===== src/rtl/bit_serializer_piso_pkg.sv =====
// Shared definitions for the PISO serializer: FSM state encoding, default word width
// and the counter-width helper.
package bit_serializer_piso_pkg;

  typedef enum logic {
    SER_IDLE  = 1'b0,
    SER_SHIFT = 1'b1
  } ser_state_e;

  localparam int SER_DEFAULT_WIDTH = 8;

  // Counter must hold 0..WIDTH inclusive.
  function automatic int ser_cnt_width(input int w);
    return $clog2(w + 1);
  endfunction

endpackage


===== src/rtl/bit_serializer_piso_bit_counter.sv =====
// Bit position counter for the serializer: sync clear, load-to-1, increment,
// and a flag raised while the final bit of a word is on the output.
module piso_bit_counter #(
  parameter int WIDTH = 8,
  parameter int CW    = 4
) (
  input  logic clk,
  input  logic reset,
  input  logic clr,
  input  logic load_one,
  input  logic inc,
  output logic is_last
);

  localparam logic [CW-1:0] LAST = CW'(WIDTH);

  logic [CW-1:0] bit_cnt;

  always_ff @(posedge clk) begin
    if (!reset || clr) begin
      bit_cnt <= '0;
    end else if (load_one) begin
      bit_cnt <= CW'(1);
    end else if (inc) begin
      bit_cnt <= bit_cnt + CW'(1);
    end
  end

  assign is_last = (bit_cnt == LAST);

endmodule


===== src/rtl/bit_serializer_piso.sv =====
// Parallel-in/serial-out stage: takes a word over valid/ready and emits one registered
// bit per clock, streaming back-to-back words with no idle bit in between.
module bit_serializer_piso
  import bit_serializer_piso_pkg::*;
#(
  parameter int WIDTH     = SER_DEFAULT_WIDTH,
  parameter bit MSB_FIRST = 1'b1,
  parameter bit IDLE_BIT  = 1'b0
) (
  input  logic             clk,
  input  logic             reset,
  input  logic             load_valid,
  input  logic [WIDTH-1:0] load_data,
  output logic             load_ready,
  output logic             x,
  output logic             x_valid,
  output logic             busy,
  output logic             done,
  output ser_state_e       state_dbg
);

  localparam int CW = ser_cnt_width(WIDTH);

  // Handshake: a word transfers on a posedge where load_valid && load_ready.
  // load_ready depends only on state and bit count, never on load_valid; the source
  // must hold load_valid/load_data stable until the transfer edge.

  ser_state_e       state, next_state;
  logic [WIDTH-1:0] shift_reg;
  logic             is_last;
  logic             last_bit;
  logic             accept;
  logic             cnt_clr;
  logic             cnt_inc;
  logic             first_bit;
  logic             next_bit;
  logic [WIDTH-1:0] shifted;

  always_ff @(posedge clk) begin
    if (!reset) begin
      state <= SER_IDLE;
    end else begin
      state <= next_state;
    end
  end

  always_comb begin
    next_state = state;
    last_bit   = (state == SER_SHIFT) && is_last;
    load_ready = (state == SER_IDLE) || last_bit;
    accept     = load_valid && load_ready;
    cnt_clr    = 1'b0;
    cnt_inc    = 1'b0;
    if (accept) begin
      next_state = SER_SHIFT;
    end else if (last_bit) begin
      next_state = SER_IDLE;
      cnt_clr    = 1'b1;
    end else if (state == SER_SHIFT) begin
      cnt_inc    = 1'b1;
    end
  end

  piso_bit_counter #(
    .WIDTH (WIDTH),
    .CW    (CW)
  ) u_cnt (
    .clk      (clk),
    .reset    (reset),
    .clr      (cnt_clr),
    .load_one (accept),
    .inc      (cnt_inc),
    .is_last  (is_last)
  );

  assign first_bit = MSB_FIRST ? load_data[WIDTH-1] : load_data[0];
  assign next_bit  = MSB_FIRST ? shift_reg[WIDTH-2] : shift_reg[1];
  assign shifted   = MSB_FIRST ? {shift_reg[WIDTH-2:0], 1'b0} : {1'b0, shift_reg[WIDTH-1:1]};

  // shift_reg keeps the not-yet-emitted bits aligned so the next bit is always at a fixed tap.
  always_ff @(posedge clk) begin
    if (!reset) begin
      shift_reg <= '0;
      x         <= IDLE_BIT;
    end else if (accept) begin
      shift_reg <= load_data;
      x         <= first_bit;
    end else if (cnt_inc) begin
      shift_reg <= shifted;
      x         <= next_bit;
    end else if (last_bit) begin
      x         <= IDLE_BIT;
    end
  end

  assign x_valid   = (state == SER_SHIFT);
  assign busy      = (state == SER_SHIFT);
  assign done      = last_bit;
  assign state_dbg = state;

endmodule


===== config.mk =====
export PLATFORM = sky130hd
export DESIGN_NAME = bit_serializer_piso
export DESIGN_NICKNAME = d
export VERILOG_FILES = /design/src/rtl/bit_serializer_piso_pkg.sv /design/src/rtl/bit_serializer_piso_bit_counter.sv /design/src/rtl/bit_serializer_piso.sv
export SDC_FILE = /design/constraint.sdc
export NUM_CORES = 1
export LEC_CHECK = 0
export BUFFER_PORTS_ARGS = -buffer_cell sky130_fd_sc_hd__buf_2
export CAP_MARGIN = 0
export CORE_MARGIN = 4
export CORE_UTILIZATION = 32
export CTS_BUF_LIST = sky130_fd_sc_hd__clkbuf_16
export DETAILED_ROUTE_END_ITERATION = 6
export GPL_ROUTABILITY_DRIVEN = 1
export MAX_ROUTING_LAYER = met4
export RECOVER_POWER = 50
export SETUP_SLACK_MARGIN = 0.2
export SLEW_MARGIN = 20
export SYNTH_ARGS = -nofsm -noshare
export SYNTH_HDL_FRONTEND = slang
export SYNTH_HIERARCHICAL = 1
export SYNTH_SLANG_ARGS = --single-unit

===== constraint.sdc =====
create_clock -name clk -period 1.9 [get_ports clk]
set_clock_uncertainty 0.2 [all_clocks]
set_input_delay 0.095 -clock clk [delete_from_list [all_inputs] [get_ports clk]]
set_output_delay 0.095 -clock clk [all_outputs]
set_load 0.01 [all_outputs]

==> impl_results.html <==
<table>
<tr><th>Metric</th><th>Value</th></tr>
<tr><th colspan="2">Synth</th></tr>
<tr><td>Share of Yosys cell area claimed by the top area cell type</td><td>38.1%</td></tr>
<tr><td>Post-synthesis sequential area ratio</td><td>38.1%</td></tr>
<tr><td>Area of the mapped netlist</td><td>683 um^2</td></tr>
<tr><td>Synth Warn #</td><td>6</td></tr>
<tr><td>EDFF count, synth</td><td>0</td></tr>
<tr><td>Mean Syn Cell Area</td><td>10.0 um^2</td></tr>
<tr><td>Proportion of synthesized flip-flops having asynchronous set or reset</td><td>0%</td></tr>
<tr><td>Net count of the mapped netlist</td><td>81</td></tr>
<tr><td>Biggest area consumer among synthesized cells</td><td>sky130_fd_sc_hd__dfxtp_1</td></tr>
<tr><td>Count of cell types in the netlist</td><td>30</td></tr>
<tr><td>Commonest cells post-synth</td><td>sky130_fd_sc_hd__dfxtp_1, sky130_fd_sc_hd__mux2i_1, sky130_fd_sc_hd__nand2_1</td></tr>
<tr><td>Synthesized instance count</td><td>68</td></tr>
<tr><td>Main area contributors after synthesis</td><td>sky130_fd_sc_hd__dfxtp_1, sky130_fd_sc_hd__mux2i_1, sky130_fd_sc_hd__o211a_1</td></tr>
<tr><td>Count of state elements after synthesis</td><td>13</td></tr>
<tr><td>Predominant post-synthesis flop cell</td><td>sky130_fd_sc_hd__dfxtp_1</td></tr>
<tr><td>Dominant cell by count in the synthesized netlist</td><td>sky130_fd_sc_hd__dfxtp_1</td></tr>
<tr><th colspan="2">Floorplan</th></tr>
<tr><td>Core region area</td><td>2000 um^2</td></tr>
<tr><td>Effective utilization at floorplan</td><td>34.1%</td></tr>
<tr><td>Site Rows</td><td>16</td></tr>
<tr><td>Full die area</td><td>2940 um^2</td></tr>
<tr><td>I/O pin count</td><td>17</td></tr>
<tr><td>Horiz. Die Dim</td><td>54.2 um</td></tr>
<tr><td>Height of the die</td><td>54.2 um</td></tr>
<tr><th colspan="2">Setup path</th></tr>
<tr><td>Critical R2R Capture</td><td>u_cnt/bit_cnt[3]$_SDFFE_PP0P_</td></tr>
<tr><td>CP max stage cell</td><td>sky130_fd_sc_hd__dfxtp_1</td></tr>
<tr><td>Crit path max fanout</td><td>4</td></tr>
<tr><td>Cell repeated most along the worst path</td><td>sky130_fd_sc_hd__inv_2</td></tr>
<tr><td>Type of element capturing the critical path</td><td>register</td></tr>
<tr><td>Family with the most delay on the worst path</td><td>simple AND/OR/NAND/NOR gates</td></tr>
<tr><td>Slack of the worst reg-to-reg path</td><td>100 ps</td></tr>
<tr><td>WS Path Type</td><td>reg -&gt; reg</td></tr>
<tr><td>R2R depth</td><td>8</td></tr>
<tr><td>Startpoint type of the worst setup path</td><td>register</td></tr>
<tr><td>Critical Path RT</td><td>1890 ps</td></tr>
<tr><td>WP data arrival</td><td>1790 ps</td></tr>
<tr><td>Maximum cell stage delay along the critical path</td><td>340 ps</td></tr>
<tr><td>Buffers &amp; Inverters on Critical Path</td><td>2</td></tr>
<tr><td>Crit path depth</td><td>8</td></tr>
<tr><td>Launch instance of the worst register-to-register path</td><td>u_cnt/bit_cnt[1]$_SDFFE_PP0P_</td></tr>
<tr><td>List of cells traversed by the critical path</td><td>inv_2 &gt; ha_2 &gt; and3b_1 &gt; nor2b_4 &gt; inv_2 &gt; and2_4 &gt; nor4bb_4 &gt; mux2_4</td></tr>
<tr><th colspan="2">Power and ir drop</th></tr>
<tr><td>PwrDens</td><td>823 nW/um^2</td></tr>
<tr><td>Max IR drop VDD</td><td>0.746 mV</td></tr>
<tr><td>P_leak</td><td>0.510 nW</td></tr>
<tr><td>Post-route total power</td><td>0.000842 W</td></tr>
<tr><th colspan="2">Place</th></tr>
<tr><td>Input/output buffers</td><td>16</td></tr>
<tr><td>Weighted congestion at the end of routability-driven global placement</td><td>0.847</td></tr>
<tr><td>Detailed placer's ending HPWL</td><td>936 um</td></tr>
<tr><td>Post-Place Setup Slack</td><td>70.2 ps</td></tr>
<tr><th colspan="2">Timing</th></tr>
<tr><td>Least-Margin Pin Slew</td><td>347 ps</td></tr>
<tr><td>Final hold violation count</td><td>0</td></tr>
<tr><td>Fin crit share</td><td>94.9%</td></tr>
<tr><td>Worst Setup Slack, final</td><td>97.1 ps</td></tr>
<tr><td>Worst hold-check slack</td><td>3.21 ps</td></tr>
<tr><td>Post-route minimum period</td><td>1800 ps</td></tr>
<tr><td>Count of endpoints failing setup in the final report</td><td>0</td></tr>
<tr><td>Maximum achievable frequency</td><td>555 MHz</td></tr>
<tr><td>Final Slew Violations</td><td>0</td></tr>
<tr><td>Setup repair after global routing missed its margin</td><td>yes</td></tr>
<tr><td>Worst slew margin</td><td>76.8%</td></tr>
<tr><th colspan="2">Clock network</th></tr>
<tr><td>Clock insertion delay at the later pin of the skew report</td><td>240 ps</td></tr>
<tr><td>Longest Clk Path Bufs</td><td>2</td></tr>
<tr><td>Sink count of the clock tree</td><td>13</td></tr>
<tr><td>CTS H-Tree Depth</td><td>1</td></tr>
<tr><td>Clock Tree Root</td><td>sky130_fd_sc_hd__clkbuf_16</td></tr>
<tr><td>CTS clock-pin slew for the worst setup and hold paths</td><td>40 ps</td></tr>
<tr><td>CTS tree</td><td>yes</td></tr>
<tr><td>Num CTS Buffers</td><td>3</td></tr>
<tr><th colspan="2">Worst hold path</th></tr>
<tr><td>Beginning of the worst hold path</td><td>load_data[3]</td></tr>
<tr><td>Worst hold path stage count</td><td>4</td></tr>
<tr><td>Worst hold path type</td><td>in -&gt; reg</td></tr>
<tr><td>Hold path endpoint</td><td>shift_reg[3]$_SDFFE_PN0P_</td></tr>
<tr><th colspan="2">Routing</th></tr>
<tr><td>Number of DRC violations after detailed-routing iteration 0</td><td>5</td></tr>
<tr><td>Avg WL per Cell</td><td>12.4 um</td></tr>
<tr><td>Final ANT Viol Nets</td><td>0</td></tr>
<tr><td>Vias per inst</td><td>4.75</td></tr>
<tr><td>Remaining routing DRC violations</td><td>0</td></tr>
<tr><td>Detailed-route via count</td><td>584</td></tr>
<tr><td>Count of TritonRoute iterations in the first routing pass</td><td>4</td></tr>
<tr><td>DRT Wirelength</td><td>1520 um</td></tr>
<tr><th colspan="2">GRT</th></tr>
<tr><td>Maximum number of pins on one net before global-route repair</td><td>15</td></tr>
<tr><td>Global route overflow</td><td>0</td></tr>
<tr><td>Global-route wire length before repair</td><td>2550 um</td></tr>
<tr><td>Vias in the first global route</td><td>565</td></tr>
<tr><td>Total track usage</td><td>12.9%</td></tr>
<tr><td>Initial antenna violation count</td><td>0</td></tr>
<tr><th colspan="2">Run</th></tr>
<tr><td>MaxCap Viol Count</td><td>0</td></tr>
<tr><th colspan="2">Cells and area</th></tr>
<tr><td>Flip-flop count of the largest register after layout</td><td>7</td></tr>
<tr><td>Area growth syn-to-layout</td><td>49.6%</td></tr>
<tr><td>Total number of nets in the final design</td><td>110</td></tr>
<tr><td># diodes</td><td>0</td></tr>
<tr><td>Share of layout cells above drive strength 1</td><td>45.8%</td></tr>
<tr><th colspan="2">Run status</th></tr>
<tr><td>Result of the run</td><td>finished clean</td></tr>
</table>
[worst max-delay path by stage]
stage                                         end                          start  slack [ps]
floorplan           u_cnt/bit_cnt[3]$_SDFFE_PP0P_  u_cnt/bit_cnt[0]$_SDFFE_PP0P_         -40
CTS                 u_cnt/bit_cnt[3]$_SDFFE_PP0P_  u_cnt/bit_cnt[1]$_SDFFE_PP0P_         130
global placement    u_cnt/bit_cnt[1]$_SDFFE_PP0P_  u_cnt/bit_cnt[0]$_SDFFE_PP0P_         100
detailed placement  u_cnt/bit_cnt[3]$_SDFFE_PP0P_  u_cnt/bit_cnt[0]$_SDFFE_PP0P_          70
finish              u_cnt/bit_cnt[3]$_SDFFE_PP0P_  u_cnt/bit_cnt[1]$_SDFFE_PP0P_         100
global route        u_cnt/bit_cnt[3]$_SDFFE_PP0P_  u_cnt/bit_cnt[1]$_SDFFE_PP0P_          -9
[tightest hold or removal path: cells and delay by family]
| family | cells | cell delay, ps |
|---|---|---|
| AOI/OAI and AO/OA | 1 | 130 |
| buffers and inverters | 1 | 70 |
| muxes | 1 | 50 |
| and+or+nand+nor | 1 | 60 |
[cell usage in the layout, fill, tap and decap left out, drive strengths merged]
master	count
o31ai	1
nor4b	1
nor4bb	1
a211oi	1
o21a	1
dlygate4sd3	3
and2	2
inv	6
a21bo	1
mux2i	8
a21oi	2
nand2b	1
and3b	1
buf	22
nor3	1
a21o	1
dfxtp	13
xnor2	1
ha	2
nand4	1
nand2	7
o211a	6
mux2	1
nor2	1
nand3b	1
a32oi	1
clkbuf	7
nor2b	2
[logic make-up (layout without fill, tap and decap cells)]
logic type                 Yosys count  after routing  share of synthesized area (%)
muxes                                9              9                           13.4
DFF                                 13             13                           38.1
adders and majority gates            2              2                           3.66
and+or+nand+nor                     19             19                           17.2
buffers and inverters               10             38                           8.79
AOI/OAI and AO/OA                   14             14                           17.6
xor gates and xnor gates             1              1                           1.28
[report_power, final]
part           leakage [nW]  internal, W  total, W  switching [W]
clock network        0.0423     0.000277  0.000390       0.000113
logic                 0.360    0.0000793  0.000145      0.0000661
registers             0.108     0.000294  0.000306      0.0000119
total                 0.510     0.000650  0.000842       0.000191
[per-layer routing]
metal	track usage, %	part of all wire [%]
met1	15.7	46
met5	-	0
met2	18.5	45
met3	5.82	7.2
met4	4.98	0.92
[timing repair]
item                                   in CTS  in global routing
gates resized for setup                    11                  7
setup buffers                               6                  2
setup endpoints to repair                   5                  5
cloned                                      0                  0
pin swaps                                   3                  1
endpoints found under the hold margin       3                  0
hold buffers                                3                  0
[through the flow]
| stage | utilization (%) | cell area [um^2] | cells | TNS, ps |
|---|---|---|---|---|
| 2_1_floorplan | - | 691 | 68 | -38.6 |
| 6_report | 51.1 | 1020 | 123 | 0 |
| 3_3_place_gp | 38.9 | 778 | 108 | 0 |
| 4_1_cts | 48.9 | 978 | 121 | 0 |
| 5_1_grt | 51.1 | 1020 | 123 | -8.67 |
| 3_5_place_dp | 38.9 | 778 | 108 | 0 |
[cell type report]
cell class	count	area, um^2
clock buffers	3	75.1
clock inverters	1	3.75
fillers	194	980
inverters	5	18.8
multi-input cells	45	439
flip-flops and latches	13	264
well taps	27	33.8
repair buffers	29	188
Note: power is estimated with default switching activity, not from simulation.
